### src/rtl/router_fifo.sv
// router_fifo: per-port output buffer of the 1x3 router.
// Stores {header flag, byte} entries and tracks packet length on the read side.
//
// Ports:
//   clock       rising-edge clock
//   resetn      asynchronous active-low reset
//   soft_reset  synchronous flush, active-high
//   write_enb   write request (ignored while full)
//   read_enb    read request (ignored while empty)
//   lfd_state   high when data_in is a header byte
//   data_in     byte to store
//   data_out    registered read data (1-cycle latency)
//   full        no free entry
//   empty       no stored entry
module router_fifo #(
    parameter int DATA_WIDTH = 8,
    parameter int DEPTH      = 16,
    parameter int ADDR_WIDTH = 4
) (
    input  logic                  clock,
    input  logic                  resetn,
    input  logic                  soft_reset,
    input  logic                  write_enb,
    input  logic                  read_enb,
    input  logic                  lfd_state,
    input  logic [DATA_WIDTH-1:0] data_in,
    output logic [DATA_WIDTH-1:0] data_out,
    output logic                  full,
    output logic                  empty
);

    localparam logic [ADDR_WIDTH:0] PTR_ONE = 1;

    logic [DATA_WIDTH:0] mem [DEPTH];
    logic [ADDR_WIDTH:0] wr_ptr;
    logic [ADDR_WIDTH:0] rd_ptr;
    logic [6:0]          pkt_cnt;
    logic [DATA_WIDTH:0] rd_entry;
    logic                wr_acc;
    logic                rd_acc;

    // Pointers carry one extra wrap bit to tell full from empty.
    assign empty = (wr_ptr == rd_ptr);
    assign full  = (wr_ptr[ADDR_WIDTH] != rd_ptr[ADDR_WIDTH]) &&
                   (wr_ptr[ADDR_WIDTH-1:0] == rd_ptr[ADDR_WIDTH-1:0]);

    assign wr_acc   = write_enb && !full;
    assign rd_acc   = read_enb && !empty;
    assign rd_entry = mem[rd_ptr[ADDR_WIDTH-1:0]];

    // Storage array is deliberately not reset.
    always_ff @(posedge clock) begin
        if (!soft_reset && wr_acc) begin
            mem[wr_ptr[ADDR_WIDTH-1:0]] <= {lfd_state, data_in};
        end
    end

    always_ff @(posedge clock or negedge resetn) begin
        if (!resetn) begin
            wr_ptr <= '0;
        end else if (soft_reset) begin
            wr_ptr <= '0;
        end else if (wr_acc) begin
            wr_ptr <= wr_ptr + PTR_ONE;
        end
    end

    always_ff @(posedge clock or negedge resetn) begin
        if (!resetn) begin
            rd_ptr <= '0;
        end else if (soft_reset) begin
            rd_ptr <= '0;
        end else if (rd_acc) begin
            rd_ptr <= rd_ptr + PTR_ONE;
        end
    end

    // Header byte carries payload length in bits [7:2]; +1 covers parity.
    always_ff @(posedge clock or negedge resetn) begin
        if (!resetn) begin
            pkt_cnt <= '0;
        end else if (soft_reset) begin
            pkt_cnt <= '0;
        end else if (rd_acc) begin
            if (rd_entry[DATA_WIDTH]) begin
                pkt_cnt <= 7'(rd_entry[DATA_WIDTH-1:2]) + 7'd1;
            end else if (pkt_cnt != 7'd0) begin
                pkt_cnt <= pkt_cnt - 7'd1;
            end
        end
    end

    // Output returns to zero once a packet has fully drained and no read occurs.
    always_ff @(posedge clock or negedge resetn) begin
        if (!resetn) begin
            data_out <= '0;
        end else if (soft_reset) begin
            data_out <= '0;
        end else if (rd_acc) begin
            data_out <= rd_entry[DATA_WIDTH-1:0];
        end else if (pkt_cnt == 7'd0) begin
            data_out <= '0;
        end
    end

endmodule

### config.mk
export PLATFORM = sky130hd
export DESIGN_NAME = router_fifo
export DESIGN_NICKNAME = d
export VERILOG_FILES = /design/src/rtl/router_fifo.sv
export SDC_FILE = /design/constraint.sdc
export NUM_CORES = 1
export LEC_CHECK = 0
export ABC_AREA = 1
export CAP_MARGIN = 30
export CELL_PAD_IN_SITES_DETAIL_PLACEMENT = 1
export CELL_PAD_IN_SITES_GLOBAL_PLACEMENT = 1
export CORE_MARGIN = 10
export CORE_UTILIZATION = 29
export DETAILED_ROUTE_END_ITERATION = 6
export DONT_BUFFER_PORTS = 1
export PLACE_DENSITY_LB_ADDON = 0.2
export SLEW_MARGIN = 5
export SYNTH_ARGS = -nofsm -noshare
export SYNTH_HDL_FRONTEND = slang
export SYNTH_SLANG_ARGS = --single-unit
### constraint.sdc
create_clock -name clock -period 7.1 [get_ports clock]
set_input_delay 1.42 -clock clock [delete_from_list [all_inputs] [get_ports clock]]
set_output_delay 1.42 -clock clock [all_outputs]
set_load 0.05 [all_outputs]
* Word level (Yosys, flattened, before mapping)
Memories as Yosys holds them, arrays and structs flattened. Index checks and enable logic that the tools add are counted. Widths: inputs -> output; s select.
Word-level totals: register bits after elaboration 25, input port bits 14, RAM bits 144, word-level logic and storage cells 39, output and inout port bits 10, memories 1
Operators by class: equal/unequal tests 3, add/sub/neg operators 4, reductions and logical operators 14, multiplexer cells 13
Memory list:
- mem | depth 16, bits a word 9, rd ports 1, clocked after Yosys merged registers in 0, wr ports 1, line 34 | logic [DATA_WIDTH:0] mem [DEPTH];
Operator list (count):
- $mux 7 | 4
- $mux 8 | 3
- $mux 5 | 4
- $add 5x1->5 const B | 2
- $add 6x1->7 const B | 1
- $logic_not 7->1 | 1
- $reduce_bool 7->1 | 1
- $sub 7x1->7 const B | 1
- $reduce_bool 3->1 | 2
- $eq 5x5->1 | 1
- $eq 4x4->1 | 1
- $logic_and 1x1->1 | 4
- $reduce_bool 2->1 | 2
- $logic_not 1->1 | 3
- $mux 1 | 2
- $reduce_and 2->1 | 1
- $ne 1x1->1 | 1

* Longest topological paths before layout
depth in word-level cells 7, depth in mapped cells 17, depth with buffers taken out 15

* Worst setup path before layout
Ideal clock, no wire load.
path type flip-flop to output port, start register rd_ptr[1], end output full, data arrival time 1451 ps, required time 5680 ps, buffers on the path 1, path slack 4229 ps, cell stages (with the launch flop) 7, path through dfrtp_1 -> buf_6 -> xor2_1 -> nor2_2 -> nand2_1 -> or2_1 -> inv_1
On the way: word-level cells in the longest chain between the ends 2
Ends and longest elaborated chain:
- start, declared | line 36 | logic [ADDR_WIDTH:0] rd_ptr;
- start signal, assigned | line 74 | rd_ptr <= rd_ptr + PTR_ONE;
- $eq 4x4->1 | line 45 | (wr_ptr[ADDR_WIDTH-1:0] == rd_ptr[ADDR_WIDTH-1:0]);
- $logic_and 1x1->1 | line 44 | assign full = (wr_ptr[ADDR_WIDTH] != rd_ptr[ADDR_WIDTH]) &&
- end, declared | line 28 | output logic full,
No other way between the ends.

* Worst setup path after layout
start register rd_ptr[2], end output full
The elaborated chain is that of the path after synthesis.

==> flow_metrics.py <==
metrics = {
    "sta": {
        "worst_slew_pin_slew_ns": 0.938,
        "worst_clock_skew_ns": 0.0155,
        "setup_viol_count_final": 0,
        "timing.final.max_slew_violations": 0,
        "hold_vio_cnt_final": 0,
        "max_clock_freq_ghz": 0.279,
        "grt_setup_unrepaired": "no",
        "min_period_over_period_pct": 50.4,
        "finalSetupTns_ns": 0,
        "min_cycle_time_layout_ns": 3.58,
        "max_slew_margin_pct": 37.2,
        "postLayoutSetupSlackWorst_ns": 3.52,
    },
    "clock_network": {
        "clk_pin_slew_worst_paths_ns": 0.08,
        "post_cts_resize_count": 0,
        "ctsRootBufferMaster": "clkbuf_16",
        "postCtsHoldBufs": 0,
        "worstSkewPairLatency_ns": 0.44,
        "cts_setup_buffers": 0,
        "cts_made_buffers": 17,
        "cts_h_tree_depth": 4,
        "clk_path_buf_depth": 2,
        "cts_sinks": 169,
        "tritoncts": "yes",
    },
    "global_route": {
        "grt_antenna_before_repair": 0,
        "wire_length_of_the_first_global_routing_pass_um": 31800,
        "number_of_global_route_vias_before_repair": 5404,
        "globalRouteTotalUtil_pct": 12.5,
        "grt_max_degree": 50,
        "grt_remaining_overflow": 0,
    },
    "yosys": {
        "yosysWarnings": 0,
        "synth_top_cells_by_area": "edfxtp_1, nand2_1, dfrtp_1",
        "synth_top_family_by_area": "simple AND/OR/NAND/NOR gates",
        "synth_top_cells_by_count": "nand2_1, edfxtp_1, inv_1",
        "yosysMostFrequentCell": "nand2_1",
        "post_synth_inst_count": 723,
        "synth_area_per_cell_um2": 10.5,
        "synth_enable_flop_cells": 144,
        "synth.mux.area_fraction_pct": 0,
        "netlist-cell-type-count": 36,
        "synth-main-ff-cell": "edfxtp_1",
        "netlist_area_um2": 7580,
        "netlist.area_leader.share_pct": 57.0,
        "seq_area_frac_synth_pct": 65.3,
        "synth.largest_area_cell": "edfxtp_1",
        "yosys.area_share.xor_xnor_pct": 1.04,
        "synth.ff_latch_count": 169,
        "synth_compound_area_share_pct": 5.87,
        "mappedNetlistNets": 745,
        "yosys.area_share.simple_pct": 19.9,
        "post_synth_fa_ha_maj_area_fraction_pct": 1.32,
        "synth_async_sr_flop_share_pct": 14.8,
    },
    "hold_path": {
        "worst_hold_path_type": "reg2reg",
        "hold_path_depth": 2,
    },
    "critical_path": {
        "crit_type": "reg2out",
        "critPathSlowestCell": "dfrtp_1",
        "path_depth": 5,
        "worstSetupStartpoint": "rd_ptr[2]",
        "endpoint": "full",
        "ff2ff_path_depth": 11,
        "register_to_register_setup_slack_ns": 4.00,
        "timing.critical_path.required_ns": 5.68,
        "critical_path.reg2reg.endpoint": "pkt_cnt[0]",
        "worstPathArrival_ns": 2.16,
        "worstReg2RegStart": "rd_ptr[0]",
        "cp_slowest_stage_delay_ns": 0.75,
        "worst_setup_path_end_kind": "primary output",
        "critPathMaxFanout": 16,
        "timing.critical_path.buf_inv": 1,
        "setup.worst_path.start_class": "register",
        "crit_chain": "xor2_1, nor2_1, nand2_1, or2_1, inv_1",
        "cp_top_family": "flip-flops",
    },
    "floorplan": {
        "rows": 59,
        "coreArea_um2": 25900,
        "die_height_um": 182,
        "ioPinCount": 24,
        "dieWidth_um": 182,
        "initial_standard_cell_utilization_of_the_core_pct": 29.3,
        "die_area_um2": 33000,
    },
    "status": {
        "run_status": "completed",
    },
    "place": {
        "finalWeightedCongestion": 0.763,
        "numPlacedInstances": 1045,
        "place_hpwl_um": 13600,
        "placedInstanceArea_um2": 7910,
        "detailedPlace.worstSlack_ns": 3.94,
        "port_buffers": 0,
    },
    "routing": {
        "finalWirelength_um": 20300,
        "route.detailed.vias_per_inst": 4.60,
        "first_iter_violations": 332,
        "dr.pass1.iters": 4,
        "avgRoutedWirePerCell_um": 18.8,
        "number_of_nets_with_antenna_violations_after_detailed_routing": 0,
        "vias": 4972,
        "remaining_drc_errors": 0,
    },
    "cells_and_area": {
        "inserted_diodes": 0,
        "final_design_area_no_fill_um2": 8470,
        "n_fill_cell": 2904,
        "num-nets-final": 754,
        "syn2layout_area_growth_pct": 11.7,
        "ratio_of_cells_with_drive_above_1_in_the_final_layout_pct": 10.6,
        "fin_cells": 1080,
    },
    "power_and_ir_drop": {
        "leakage_nw": 3.39,
        "irDropWorstVdd_v": 0.000138,
        "power_mw": 2.83,
        "p_per_area_nw_per_um2": 335,
    },
    "flow_run": {
        "total_of_max_cap_violations": 0,
    },
}
[report_power, final]
group	internal (mW)	switching, mW	total [mW]
registers	1.12	0.101	1.22
clock network	0.455	0.409	0.864
logic	0.230	0.521	0.751
total	1.80	1.03	2.83
[worst reg2reg max path: stages, from the launching register on]
cell	delay (ns)
dfrtp_2	0.63
inv_2	0.60
buf_4	0.54
nor2_1	0.08
o211ai_1	0.27
nand3_1	0.21
nand2_4	0.18
inv_2	0.09
nand2_2	0.10
nand2_2	0.14
nand2_1	0.10
o21ai_1	0.07
[worst min-delay path by stage]
stage                    start          to  slack (ns)
floorplan           pkt_cnt[6]  pkt_cnt[6]        0.45
detailed placement  pkt_cnt[6]  pkt_cnt[6]        0.48
CTS                 pkt_cnt[6]  pkt_cnt[6]        0.49
global route        pkt_cnt[6]  pkt_cnt[6]        0.53
global placement    pkt_cnt[6]  pkt_cnt[6]        0.48
finish              pkt_cnt[6]  pkt_cnt[6]        0.49
[placed cells by master (no fill, tap or decap), types with 2 or more instances in the layout]
cell	instances
nand2_1	210
ha_1	8
dfrtp_1	24
nand2_4	2
a21oi_1	19
inv_1	66
nand2_2	9
nand3_1	56
or2_2	2
nor2_4	2
nor2_1	59
xor2_1	7
o21ai_0	17
clkinv_1	2
o2111ai_1	2
buf_4	14
a22oi_1	4
buf_6	3
o22ai_1	2
o211ai_1	2
clkinv_2	2
nor2_2	4
nor3_1	7
edfxtp_1	144
a32o_1	6
inv_6	6
inv_2	9
nand4_1	2
o21ai_1	23
clkinv_4	3
nand3_2	2
clkbuf_16	17
xnor2_1	2
[logic make-up after synthesis]
logic type                 count (synthesis)
xor gates and xnor gates                   9
adders and majority gates                  8
and+or+nand+nor                          357
buffers and inverters                    103
DFF                                      169
AOI/OAI and AO/OA                         77
[through the flow]
stage / hold WS, ns / utilization, %
after floorplan: 0.449 / -
after global placement: 0.480 / 30.2
after detailed placement: 0.476 / 30.5
after CTS: 0.494 / 32.6
after global routing: 0.533 / 32.7
final: 0.494 / 32.7
[flip-flops by register name, indices dropped and copies added, names as in the netlist]
register,flops
mem,144
data_out,8
pkt_cnt,7
rd_ptr,5
wr_ptr,5
[area by class of cell]
type	count	area, um^2	area share, %
clock buffer	18	429	5.07
inverter	76	285	3.37
clock inverter	14	111	1.31
tap	335	419	4.95
multi-input combinational	451	2140	25.2
timing repair buffer	17	139	1.64
sequential	169	4950	58.4
[routing by layer]
| metal | wire length, um | global-route usage [%] |
|---|---|---|
| met1 | 9480 | 15.7 |
| met2 | 9880 | 21.0 |
| met3 | 647 | 2.41 |
| met4 | 270 | 3.94 |
| met5 | 0 | 0 |
Power figures use the tool's default switching activity.
